`src/rtl/ap4_approx_mul.sv`:
```
// Registered 4x4 unsigned approximate multiplier built from four 2x2 blocks where 3x3 yields 7.
// Optional macro AP4_ERR_OUT_EN adds a registered err output (exact minus approximate product).
module ap4_approx_mul #(
  parameter int N = 4
) (
  input  logic         clk,
  input  logic         rst_n,
  input  logic         in_valid,
  input  logic [N-1:0] a,
  input  logic [N-1:0] b,
  output logic         out_valid,
  output logic [7:0]   prod
`ifdef AP4_ERR_OUT_EN
  ,
  output logic [5:0]   err
`endif
);

  if (N != 4) begin : g_bad_width
    $error("ap4_approx_mul: only N=4 is supported");
  end

  // 2x2 block: exact except 3x3, where dropping the carry yields 3'b111
  function automatic logic [2:0] sub_mul(input logic [1:0] x, input logic [1:0] y);
    logic [2:0] m;
    m[0] = x[0] & y[0];
    m[1] = (x[1] & y[0]) | (x[0] & y[1]);
    m[2] = x[1] & y[1];
    return m;
  endfunction

  logic [2:0] m_hh, m_hl, m_lh, m_ll;
  logic [7:0] prod_p0;
  logic [7:0] prod_p1;
  logic       vld_p1;

  // Stage 0: combinational partial-product accumulation
  always_comb begin
    m_hh    = sub_mul(a[3:2], b[3:2]);
    m_hl    = sub_mul(a[3:2], b[1:0]);
    m_lh    = sub_mul(a[1:0], b[3:2]);
    m_ll    = sub_mul(a[1:0], b[1:0]);
    prod_p0 = {1'b0, m_hh, 4'b0000}
            + {3'b000, m_hl, 2'b00}
            + {3'b000, m_lh, 2'b00}
            + {5'b00000, m_ll};
  end

`ifdef AP4_ERR_OUT_EN
  logic [7:0] exact_p0;
  logic [7:0] diff_p0;
  logic [5:0] err_p1;

  always_comb begin
    exact_p0 = a * b;
    diff_p0  = exact_p0 - prod_p0;
  end

  always_ff @(posedge clk or negedge rst_n) begin
    if (!rst_n) begin
      err_p1 <= '0;
    end else if (in_valid) begin
      err_p1 <= diff_p0[5:0];
    end
  end

  assign err = err_p1;
`endif

  // Stage 1: output register, operands ignored unless in_valid
  always_ff @(posedge clk or negedge rst_n) begin
    if (!rst_n) begin
      vld_p1  <= 1'b0;
      prod_p1 <= '0;
    end else begin
      vld_p1 <= in_valid;
      if (in_valid) begin
        prod_p1 <= prod_p0;
      end
    end
  end

  assign out_valid = vld_p1;
  assign prod      = prod_p1;

endmodule

```
`config.mk`:
```
export PLATFORM = sky130hd
export DESIGN_NAME = ap4_approx_mul
export DESIGN_NICKNAME = d
export VERILOG_FILES = /design/src/rtl/ap4_approx_mul.sv
export SDC_FILE = /design/constraint.sdc
export NUM_CORES = 1
export LEC_CHECK = 0
export ABC_CLOCK_PERIOD_IN_PS = 1900
export CORE_MARGIN = 2
export CORE_UTILIZATION = 47
export CTS_CLUSTER_DIAMETER = 60
export DETAILED_ROUTE_END_ITERATION = 7
export MAX_ROUTING_LAYER = met4
export PLACE_DENSITY = 0.81
export SLEW_MARGIN = 20
export SYNTH_ARGS = -nofsm -noshare
export SYNTH_HDL_FRONTEND = slang
export SYNTH_SLANG_ARGS = --single-unit
```
`constraint.sdc`:
```
create_clock -name clk -period 1.9 [get_ports clk]
set_clock_uncertainty 0.1 [all_clocks]
set_input_delay 0.19 -clock clk [delete_from_list [all_inputs] [get_ports clk]]
set_output_delay 0.19 -clock clk [all_outputs]
set_load 0.02 [all_outputs]
```
# == After elaboration in Yosys (flattened, before gate mapping) ==
# Cells that the tools add are included.
# word_totals
inputBits,11
ff_bits,9
# classes
bitwise_logic,20
n_addsub,3
# ops
operator,count
AND 1 bit,16
adder 7 x 5 -> 8 bit,1
adder 8 x 3 -> 8 bit,1
adder 8 x 5 -> 8 bit,1
bitwise OR 1 bit,4

# == Logic depth before layout (Yosys ltp) ==
# depth
word_depth,5
ltp_mapped,8
depth_no_buf,8

# == Least setup slack after synthesis ==
# OpenSTA, ideal clock, no wires.
# synth_path
path_type,in2reg
startpoint,input a[2]
endpoint,register prod_p1[5] (netlist: prod[5])
slack_ns,-0.063
setup_time_ns,0.125
arrival_ns,1.739
path_buffers,0
stages,6
t_required_ns,1.675
path_cell_list,and2_1 > fa_1 > inv_1 > fa_1 > xnor2_1 > mux2_2
# synth_between
elab_chain_len,5
word_cells_on_any_way,9
classes_between,add/sub (3); bitwise (6)
# synth_rtl
item,line,text
start: declaration,9,"input logic [N-1:0] a,"
AND 1 bit,27,m[1] = (x[1] & y[0]) | (x[0] & y[1]);
bitwise OR 1 bit,27,
adder 7 x 5 -> 8 bit (*),44,"+ {3'b000, m_hl, 2'b00}"
adder 8 x 5 -> 8 bit (*),45,"+ {3'b000, m_lh, 2'b00}"
adder 8 x 3 -> 8 bit (*),46,"+ {5'b00000, m_ll};"
end signal: assignment,78,prod_p1 <= prod_p0;
end: declaration,34,logic [7:0] prod_p1;
# Every way passes the cells marked *; elsewhere a longest branch is shown, timed or not.
# A chain may end at the register's enable or synchronous reset.

# == Worst setup path in the final report ==
# layout_path
startpoint,input a[3]
endpoint,register prod_p1[5] (netlist: prod[5])
# The elaborated chain is that of the path after synthesis.

==> summary.md <==
| Metric | Value |
|---|---|
| Global-route wire length before repair | `~2300 um` |
| Least-Margin Pin Slew | `between 300 and 400 ps` |
| Clock Sinks | `9` |
| Worst-path cell chain | `clkdlybuf4s15_2 -> and2_4 -> fa_1 -> inv_2 -> fa_2 -> xnor2_2 -> mux2_4` |
| Reg clk slew, reported paths | `~60 ps` |
| Power density over the cells | `708 mW/mm2` |
| Leak | `0.429 nW` |
| Sequential element share of the synthesized area | `0.363` |
| Area Overhead vs Synth | `53.0%` |
| Antenna violations before repair | `0` |
| Fin util | `0.749` |
| Mapped Cells | `54` |
| Die span in y | `a little over 40 um` |
| Avg Vias per Cell | `5.26` |
| Register bit total from synthesis | `9` |
| Root Driver | `clkbuf_4` |
| Post-route ant nets | `0` |
| Vias in the first global route | `513` |
| Worst Path Arrival | `~1900 ps` |
| FILL cells | `between 90 and 100` |
| Share of layout cells above drive strength 1 | `0.429` |
| Register-to-Register Path Depth | `3` |
| Worst slew margin | `0.747` |
| Minimum clock period | `about 1900 ps` |
| Synth async-reset ratio | `1.00` |
| R2r endpoint | `prod[6]$_DFFE_PN0P_` |
| R2R Path Start | `prod[6]$_DFFE_PN0P_` |
| Unrepaired setup endpoints after global routing | `yes` |
| H-tree lvl count | `1` |
| Critical path startpoint category | `input pin` |
| DP HPWL | `~1000 um` |
| WL/cell | `roughly 14 um` |
| Worst hold slack | `~120 ps` |
| Critical path class | `in -> reg` |
| Mean Syn Cell Area | `11.5 um2` |
| Hold Fails Final Rpt | `0` |
| VDD IR max | `between 0.4 and 0.5 mV` |
| Post-synth EDFFs | `0` |
| CTS tree | `built` |
| Num ports | `20` |
| Slowest-stage cell, CP | `fa_1` |
| Prevailing post-synth register cell | `dfrtp_1` |
| Longest Clk Path Bufs | `2` |
| Worst-Skew Late Latency | `between 200 and 300 ps` |
| Netlist cell types | `26` |
| Post-Route WL | `between 1000 and 1500 um` |
| Commonest non-fill, non-tap cells in the layout | `clkdlybuf4s50_1, dfrtp_1, buf_4, and2_1, inv_1` |
| Crit. End Element | `flip-flop` |
| Synth top area share | `0.363` |
| Synth area leader | `dfrtp_1` |
| Status | `finished clean` |
| Largest net degree at the start of global routing | `11` |
| Fmax | `0.537 GHz` |
| # rows | `13` |
| Synthesis Warnings | `0` |
| Setup TNS | `0 ps` |
| Final RePlAce weighted congestion | `0.714` |
| Antenna diodes | `0` |
| Commonest non-fill, non-tap cell in the layout | `clkdlybuf4s50_1` |
| Final setup violation count | `0` |
| Gr usage total | `0.229` |
| DRC errors left | `0` |
| Req. time, crit path | `1940 ps` |
| Post-synthesis instance area | `slightly above 600 um2` |
| Crit-path max cell delay | `about 530 ps` |
| Port Buf Inserts | `19` |
| Width of the chip | `around 40 um` |
| DIE AREA | `around 0.0016 mm2` |
| Critical-path maximum fanout | `3` |
| Max-cap violation count | `0` |
| Post-synth net total | `around 70` |
| Design Area, Final | `950 um2` |
| Fin crit share | `0.980` |
| Vias | `between 500 and 600` |
| Hold WC Path Type | `in -> async` |
| Nets@finish | `around 100` |
| Area contributors post-synth | `dfrtp_1, fa_1, ha_1` |
| CTS Buf Count | `3` |
| Core box area | `about 0.0013 mm2` |
| Violation count after the first detailed-route iteration | `9` |
| DRT Pass-1 Iters | `2` |
| Pins Over Slew Limit | `0` |
| Setup slack, reg-to-reg | `820 ps` |
| Starting Density | `0.489` |
| Final worst slack | `between 30 and 40 ps` |
| Placed inst area | `~880 um2` |
| GRT overflow | `0` |
| Pre-CTS setup slack | `-535 ps` |
metal layers:
| layer | share of wire | track usage | wire length, um | up-vias |
|---|---|---|---|---|
| li1 | - | - | - | 252 |
| met1 | 0.45 | 0.243 | 619 | 257 |
| met2 | 0.51 | 0.401 | 699 | 12 |
| met3 | 0.039 | 0.0667 | 53 | 0 |
| met4 | 0 | 0.0750 | 0 | 0 |
| met5 | 0 | - | 0 | - |
cells in the mapped netlist (all sizes together) (2+ instances only):
cell type / instances
nor2b: 2
inv: 6
ha: 4
and2: 7
a22o: 3
mux2: 3
dfrtp: 9
o21ai: 2
fa: 3
area by class of cell:
class / count / area [um2] / share of cell area
clock buffer: 4 / 26.3 / 0.0277
sequential: 9 / 225 / 0.237
inverter: 6 / 22.5 / 0.0237
multi-input combinational: 38 / 425 / 0.448
tap: 15 / 18.8 / 0.0198
timing repair buffer: 27 / 231 / 0.244
cell families after synthesis:
| kind of cell | count (synthesis) | share of synthesized area |
|---|---|---|
| adders and majority gates | 7 | 0.177 |
| xor gates and xnor gates | 1 | 0.0141 |
| and+or+nand+nor | 15 | 0.177 |
| AOI/OAI and AO/OA | 11 | 0.153 |
| muxes | 4 | 0.0706 |
| DFF | 9 | 0.363 |
| buffers and inverters | 7 | 0.0443 |
where the power goes:
part	total, mW	internal [mW]	switching, mW
sequential	0.239	0.223	0.0160
clock	0.143	0.0807	0.0624
combinational	0.290	0.157	0.133
sequential cells by signal (all words and copies together) (netlist names):
register,flops
out_valid,1
prod,8
per-stage QoR:
stage / total power, mW / instances
5_1_grt: 0.718 / 99
4_1_cts: 0.664 / 99
6_report: 0.672 / 99
3_3_place_gp: 0.499 / 94
3_5_place_dp: 0.508 / 94
2_1_floorplan: 0.379 / 54
worst max path at each step:
stage                     start                  end  slack, ps  depth (start not counted)
after floorplan            b[1]  prod[5]$_DFFE_PN0P_         20                          7
after global placement     a[2]  prod[5]$_DFFE_PN0P_       -490                          8
after detailed placement   b[1]  prod[5]$_DFFE_PN0P_       -530                          8
after CTS                  b[2]  prod[5]$_DFFE_PN0P_          2                          7
after global routing       a[3]  prod[6]$_DFFE_PN0P_        -20                          8
final                      a[3]  prod[5]$_DFFE_PN0P_         40                          7
what timing repair did:
item / in CTS / in global routing
resized for setup: 27 / 8
pin swaps: 3 / 4
hold buffers: 0 / 0
endpoints found under the setup margin: 4 / 4
setup buffers: 1 / 0
critical path, delay by kind of cell:
| family | cells | cell delay [ps] |
|---|---|---|
| fa+ha+maj | 2 | 890 |
| buf+inv | 2 | 270 |
| mux | 1 | 250 |
| simple gates | 1 | 170 |
| xor+xnor | 1 | 140 |
Note: power is estimated with default switching activity, not from simulation.
==> edit 1, RTL diff (same settings) <==
Remove the register `vld_p1`: a continuous assignment takes its place, so the output `out_valid` follows one clock earlier.
--- a/src/rtl/ap4_approx_mul.sv
+++ b/src/rtl/ap4_approx_mul.sv
@@ -72,6 +72,4 @@
     if (!rst_n) begin
-      vld_p1  <= 1'b0;
       prod_p1 <= '0;
     end else begin
-      vld_p1 <= in_valid;
       if (in_valid) begin
@@ -82,2 +80,4 @@
 
+  assign vld_p1 = in_valid;
+
   assign out_valid = vld_p1;
Function: changed (a bounded check fails within 4 cycles, from zero or initial values and one cycle with rst_n low).
==> edit 1 against the unedited design <==
- area after synthesis shrank 2.8%
- power fell by 4.2%
- final area shrank 3.2%
- routed wire length rose by 9.4%
- worst setup slack worse by 0.032 ns
- sequential power decreased by 9.6%
- sequential cell count shrank 1
==> edit 1: results (changes against the unedited design) <==
status:
  outcome: "completed"
sta:
  max_slew.worst_pin.slew_ns: 0.358  # -0.0201 ns
placed_design:
  placed_cells: 92  # -2.1%
  dp_hpwl_um: 1050  # +2.2%
  placed_area_um2: 858  # -3.0%
  place_ws_ns: -0.522  # +0.0128 ns
  io_buffers: 19  # unchanged
  place.gp.congestion: 0.804  # +13%
setup_path:
  critPathMaxFanout: 3  # unchanged
  r2r-start: "prod[6]"
  startpoint: "b[3]"
  cp.arrival_ns: 1.94  # +0.04 ns
final_layout:
  layout.nets: 101  # -1.9%
  n_antenna_cell: 0  # unchanged
  final_cells: 95  # -4.0%
  drive_gt1_share_pct: 42.0  # -0.88 points
  largest_register_ffs: 8  # unchanged
power:
  max-vdd-ir-drop_v: 0.000526  # +19%
  p_sw_w: 0.000213  # +0.43%
  power.leakage_nw: 0.413  # -3.7%
synth:
  synth_cells: 54  # unchanged
  synth_fp_nets: 72  # unchanged
  ys_warn_count: 0  # unchanged
  yosys-top-cells-area: "dfrtp_1, fa_1, ha_1, and2_1, mux2_2"
  synth.distinct_cells: 27  # +3.8%
  synthArstFlopShare_pct: 100  # unchanged
  synth-main-ff-cell: "dfrtp_1"
  ys_seq_area_share_pct: 33.2  # -3.1 points
  synthTopCellsByCount: "dfrtp_1, and2_1, inv_1"
route:
  drt_pre_antenna_iters: 4  # +2
  viasPerCell: 5.28  # +0.41%
  drt-initial-drc-count: 14  # +5
  wire_per_inst_um: 15.8  # +14%
cts:
  postCtsSetupBuffers: 0  # -1
  worst_skew_pair.late_latency_ns: 0.26
  cts_buffers: 3  # unchanged
  cts_root_buf: "clkbuf_4"
  cts.path.max_buffers: 2  # unchanged
  htree_num_levels: 1  # unchanged
  path_clk_slew_ns: 0.05
global_route:
  grt_pass1_vias: 496  # -3.3%
  grt_max_degree: 16  # +5
  antenna_found_initial: 0  # unchanged
  grtUsageTotal_pct: 22.2  # -0.65 points
  grt_pass1_wl_um: 2080  # -9.1%
hold_path:
  hold_path_class: "in -> async"
==> edit 1: final timing paths <==
check	end	slack, ns	cells after the start
max in group asynchronous	prod[3]	1.34	1
worst min register to register	prod[2]	0.41	1
worst min-delay path	prod[4]	0.1	1
worst max-delay path	prod[5]	0.007	8
min in group clk	prod[7]	0.28	4
worst max register to register	prod[6]	0.82	3
==> edit 1: layout make-up <==
cell class                      count  area (um2)
Clock buffer                        3        22.5
Fill cell                          82         236
Inverter                            6        22.5
Multi-Input combinational cell     38         435
Sequential cell                     8         200
Tap cell                           14        17.5
Timing Repair Buffer               26         221
==> edit 1: repair_timing <==
item | 4_1_cts | 5_1_grt
endpoints found under the setup margin | 4 | 4
pin swaps | 2 | 4
gates resized for setup | 17 | 14
==> edit 1: worst max-delay path: stages <==
cell and delay [ns]:
clkdlybuf4s15_1 0.23, a22o_1 0.27, ha_4 0.29, ha_4 0.12
inv_2 0.04, fa_2 0.40, xnor2_2 0.14, mux2_4 0.25
==> edit 1: power by group through the flow <==
stage / sequential (W) / clock [W] / combinational (W)
after floorplan: 0.000258 / 0 / 0.0000995
after global placement: 0.000219 / 0 / 0.000262
after detailed placement: 0.000220 / 0 / 0.000268
after CTS: 0.000218 / 0.000143 / 0.000268
after global routing: 0.000220 / 0.000152 / 0.000312
final: 0.000216 / 0.000136 / 0.000292
==> edit 1: per-layer routing <==
| metal | track usage, % | routed length (um) |
|---|---|---|
| met3 | 10.2 | 74 |
| met2 | 36.5 | 788 |
| met5 | - | 0 |
| met1 | 23.3 | 620 |
| met4 | 7.76 | 17 |
==> edit 1: logic make-up after synthesis <==
family          share of synthesized area, %
simple gates                            18.3
mux                                     7.26
xor+xnor                                1.45
fa+ha+maj                               18.3
compound gates                          15.8
buf+inv                                 5.81
flops                                   33.2
==> edit 2, RTL diff (same flow settings) <==
Without the edit above. Build with the macro `AP4_ERR_OUT_EN` defined.
--- a/src/rtl/ap4_approx_mul.sv
+++ b/src/rtl/ap4_approx_mul.sv
@@ -2,2 +2,4 @@
 // Optional macro AP4_ERR_OUT_EN adds a registered err output (exact minus approximate product).
+`define AP4_ERR_OUT_EN
+
 module ap4_approx_mul #(
Check against the original RTL (old outputs only; new: err): equivalent (Yosys induction, for registers that start in step).
==> edit 2 against the unedited design <==
- the run now ends with setup timing left
- final area increased by 110%
- cell count increased by 110%
- non-clock buffer count increased by 36
- sequential power increased by 76%
- worst setup slack got worse by 1.7 ns
- routed wire length increased by 140%
- worst hold slack improved by 0.079 ns
- area after synthesis increased by 97%
- sequential cell count increased by 5
- count of clock-buffer cells in the layout unchanged
- power increased to 2.9 times the old value
- utilization increased by 7.2 points
- critical path type unchanged
- synthesized cell count increased by 110%
==> edit 2: results (changes against the unedited design) <==
status:
  outcome: "finished, violations left"
  violations: "setup timing"
power:
  power.leakage_nw: 1.01  # +140%
  p_seq_share_pct: 21.6  # -14 points
  p_sw_w: 0.000705  # +230%
  comb-power_w: 0.00132  # +360%
  max-vdd-ir-drop_v: 0.000927  # +110%
global_route:
  grt_pass1_wl_um: 4840  # +110%
  grt_max_degree: 17  # +6
  grt_pass1_vias: 1093  # +110%
  grtUsageTotal_pct: 24.1  # +1.3 points
route:
  routed_wl_um: 3270  # +140%
  viasPerCell: 4.94  # -6.1%
  drt-initial-drc-count: 20  # +11
  drt_pre_antenna_iters: 4  # +2
placed_design:
  place.gp.congestion: 0.793  # +11%
  placed_cells: 190  # +100%
  io_buffers: 24  # +5
  place_ws_ns: -2.32  # -1.78 ns
  dp_hpwl_um: 2300  # +120%
final_layout:
  nMultiInputCombCells: 75  # +97%
  inv_count: 19  # +13
  n_fill_cell: 152  # +60%
  largest_register_ffs: 8  # unchanged
  n_antenna_cell: 0  # unchanged
  multi_input_area_share_pct: 48.1  # +3.3 points
  final_cells: 205  # +110%
  clkCellAreaFrac_pct: 1.79  # -0.98 points
  seq_area_um2: 350  # +56%
  drive_gt1_share_pct: 54.9  # +12 points
  nonClkBufAreaFrac_pct: 27.5  # +3.2 points
  layout.nets: 209  # +100%
  signal_buffers: 63  # +130%
  seq_cells: 14  # +5
setup_path:
  critPathMaxFanout: 3  # unchanged
  r2r-start: "prod[3]"
  reg2reg_depth: 1  # -2
  reg2reg_slack_ns: 1.03  # +0.21 ns
  timing.rr.end: "prod[3]"
  critical_path.endpoint: "err[5]"
  startpoint: "b[3]"
synth:
  ys_seq_area_share_pct: 28.6  # -7.7 points
  synth.distinct_cells: 27  # +3.8%
  synth_fp_nets: 144  # +100%
  ys_warn_count: 0  # unchanged
  syn_avg_cell_area_um2: 11.0  # -4.0%
  synthTopCellsByCount: "inv_1, dfrtp_1, fa_1, ha_1, nand2_1"
  yosys-top-cells-area: "dfrtp_1, fa_1, ha_1, inv_1, mux2_2"
cts:
  path_clk_slew_ns: 0.08  # +0.02 ns
  postCtsSetupBuffers: 8  # +7
  cts_buffers: 3  # unchanged
  htree_num_levels: 1  # unchanged
  cts.path.max_buffers: 2  # unchanged
  ctsResizeCount: 56  # +110%
  worst_skew_pair.late_latency_ns: 0.28  # +0.03 ns
sta:
  setup_viol: 7  # +7
  setup_ws_ns: -1.62  # -1.66 ns
  max_slew.worst_pin.slew_ns: 0.630  # +0.252 ns
hold_path:
  hold_path_class: "in -> async"
## edit 2: cell count changes after synthesis, moves of 2 or more
cell / before / now
xnor2_1: 1 / 3
xor2_1: 0 / 2
dfrtp_1: 9 / 14
a22o_2: 2 / 0
mux2_2: 3 / 5
mux2_1: 0 / 4
and2_1: 6 / 8
ha_1: 4 / 11
nand2_1: 1 / 11
fa_1: 3 / 11
a21o_1: 1 / 3
inv_1: 6 / 19
a21oi_1: 1 / 4
## edit 2: cells by family after synthesis
family          Yosys count  share of synthesized area, %
simple gates             24                          9.60
mux                      10                          9.09
flops                    14                          28.6
other cells               1                         0.306
xor+xnor                  8                          8.68
buf+inv                  22                          8.58
compound gates           10                          5.92
fa+ha+maj                22                          29.2
## edit 2: how the worst min path moves through the flow
stage / to / slack, ns / start
final: prod[2] / 0.20 / rst_n
after floorplan: err[1] / -0.21 / rst_n
after global routing: prod[4] / 0.22 / rst_n
after CTS: prod[7] / 0.19 / b[3]
after global placement: prod[2] / 0.37 / prod[2]
after detailed placement: prod[2] / 0.38 / prod[2]
## edit 2: per-stage QoR
step / total power (W) / hold slack [ns] / setup TNS, ns / utilization, % / instance area [um2]
floorplan: 0.00113 / -0.206 / -5.22 / - / 1350
global placement: 0.00147 / 0.372 / -10.72 / 72.8 / 1800
detailed placement: 0.00151 / 0.378 / -11.32 / 72.8 / 1800
CTS: 0.00184 / 0.195 / -5.73 / 78.4 / 1940
global route: 0.00206 / 0.222 / -5.73 / 82.0 / 2030
finish: 0.00195 / 0.196 / -5.48 / 82.0 / 2030
## edit 2: metal layers
metal,global-route usage (%),wire (um),vias up
li1,-,-,478
met1,29.7,1400,498
met2,39.7,1660,29
met3,1.61,111,8
met4,13.4,87,0
met5,-,0,-
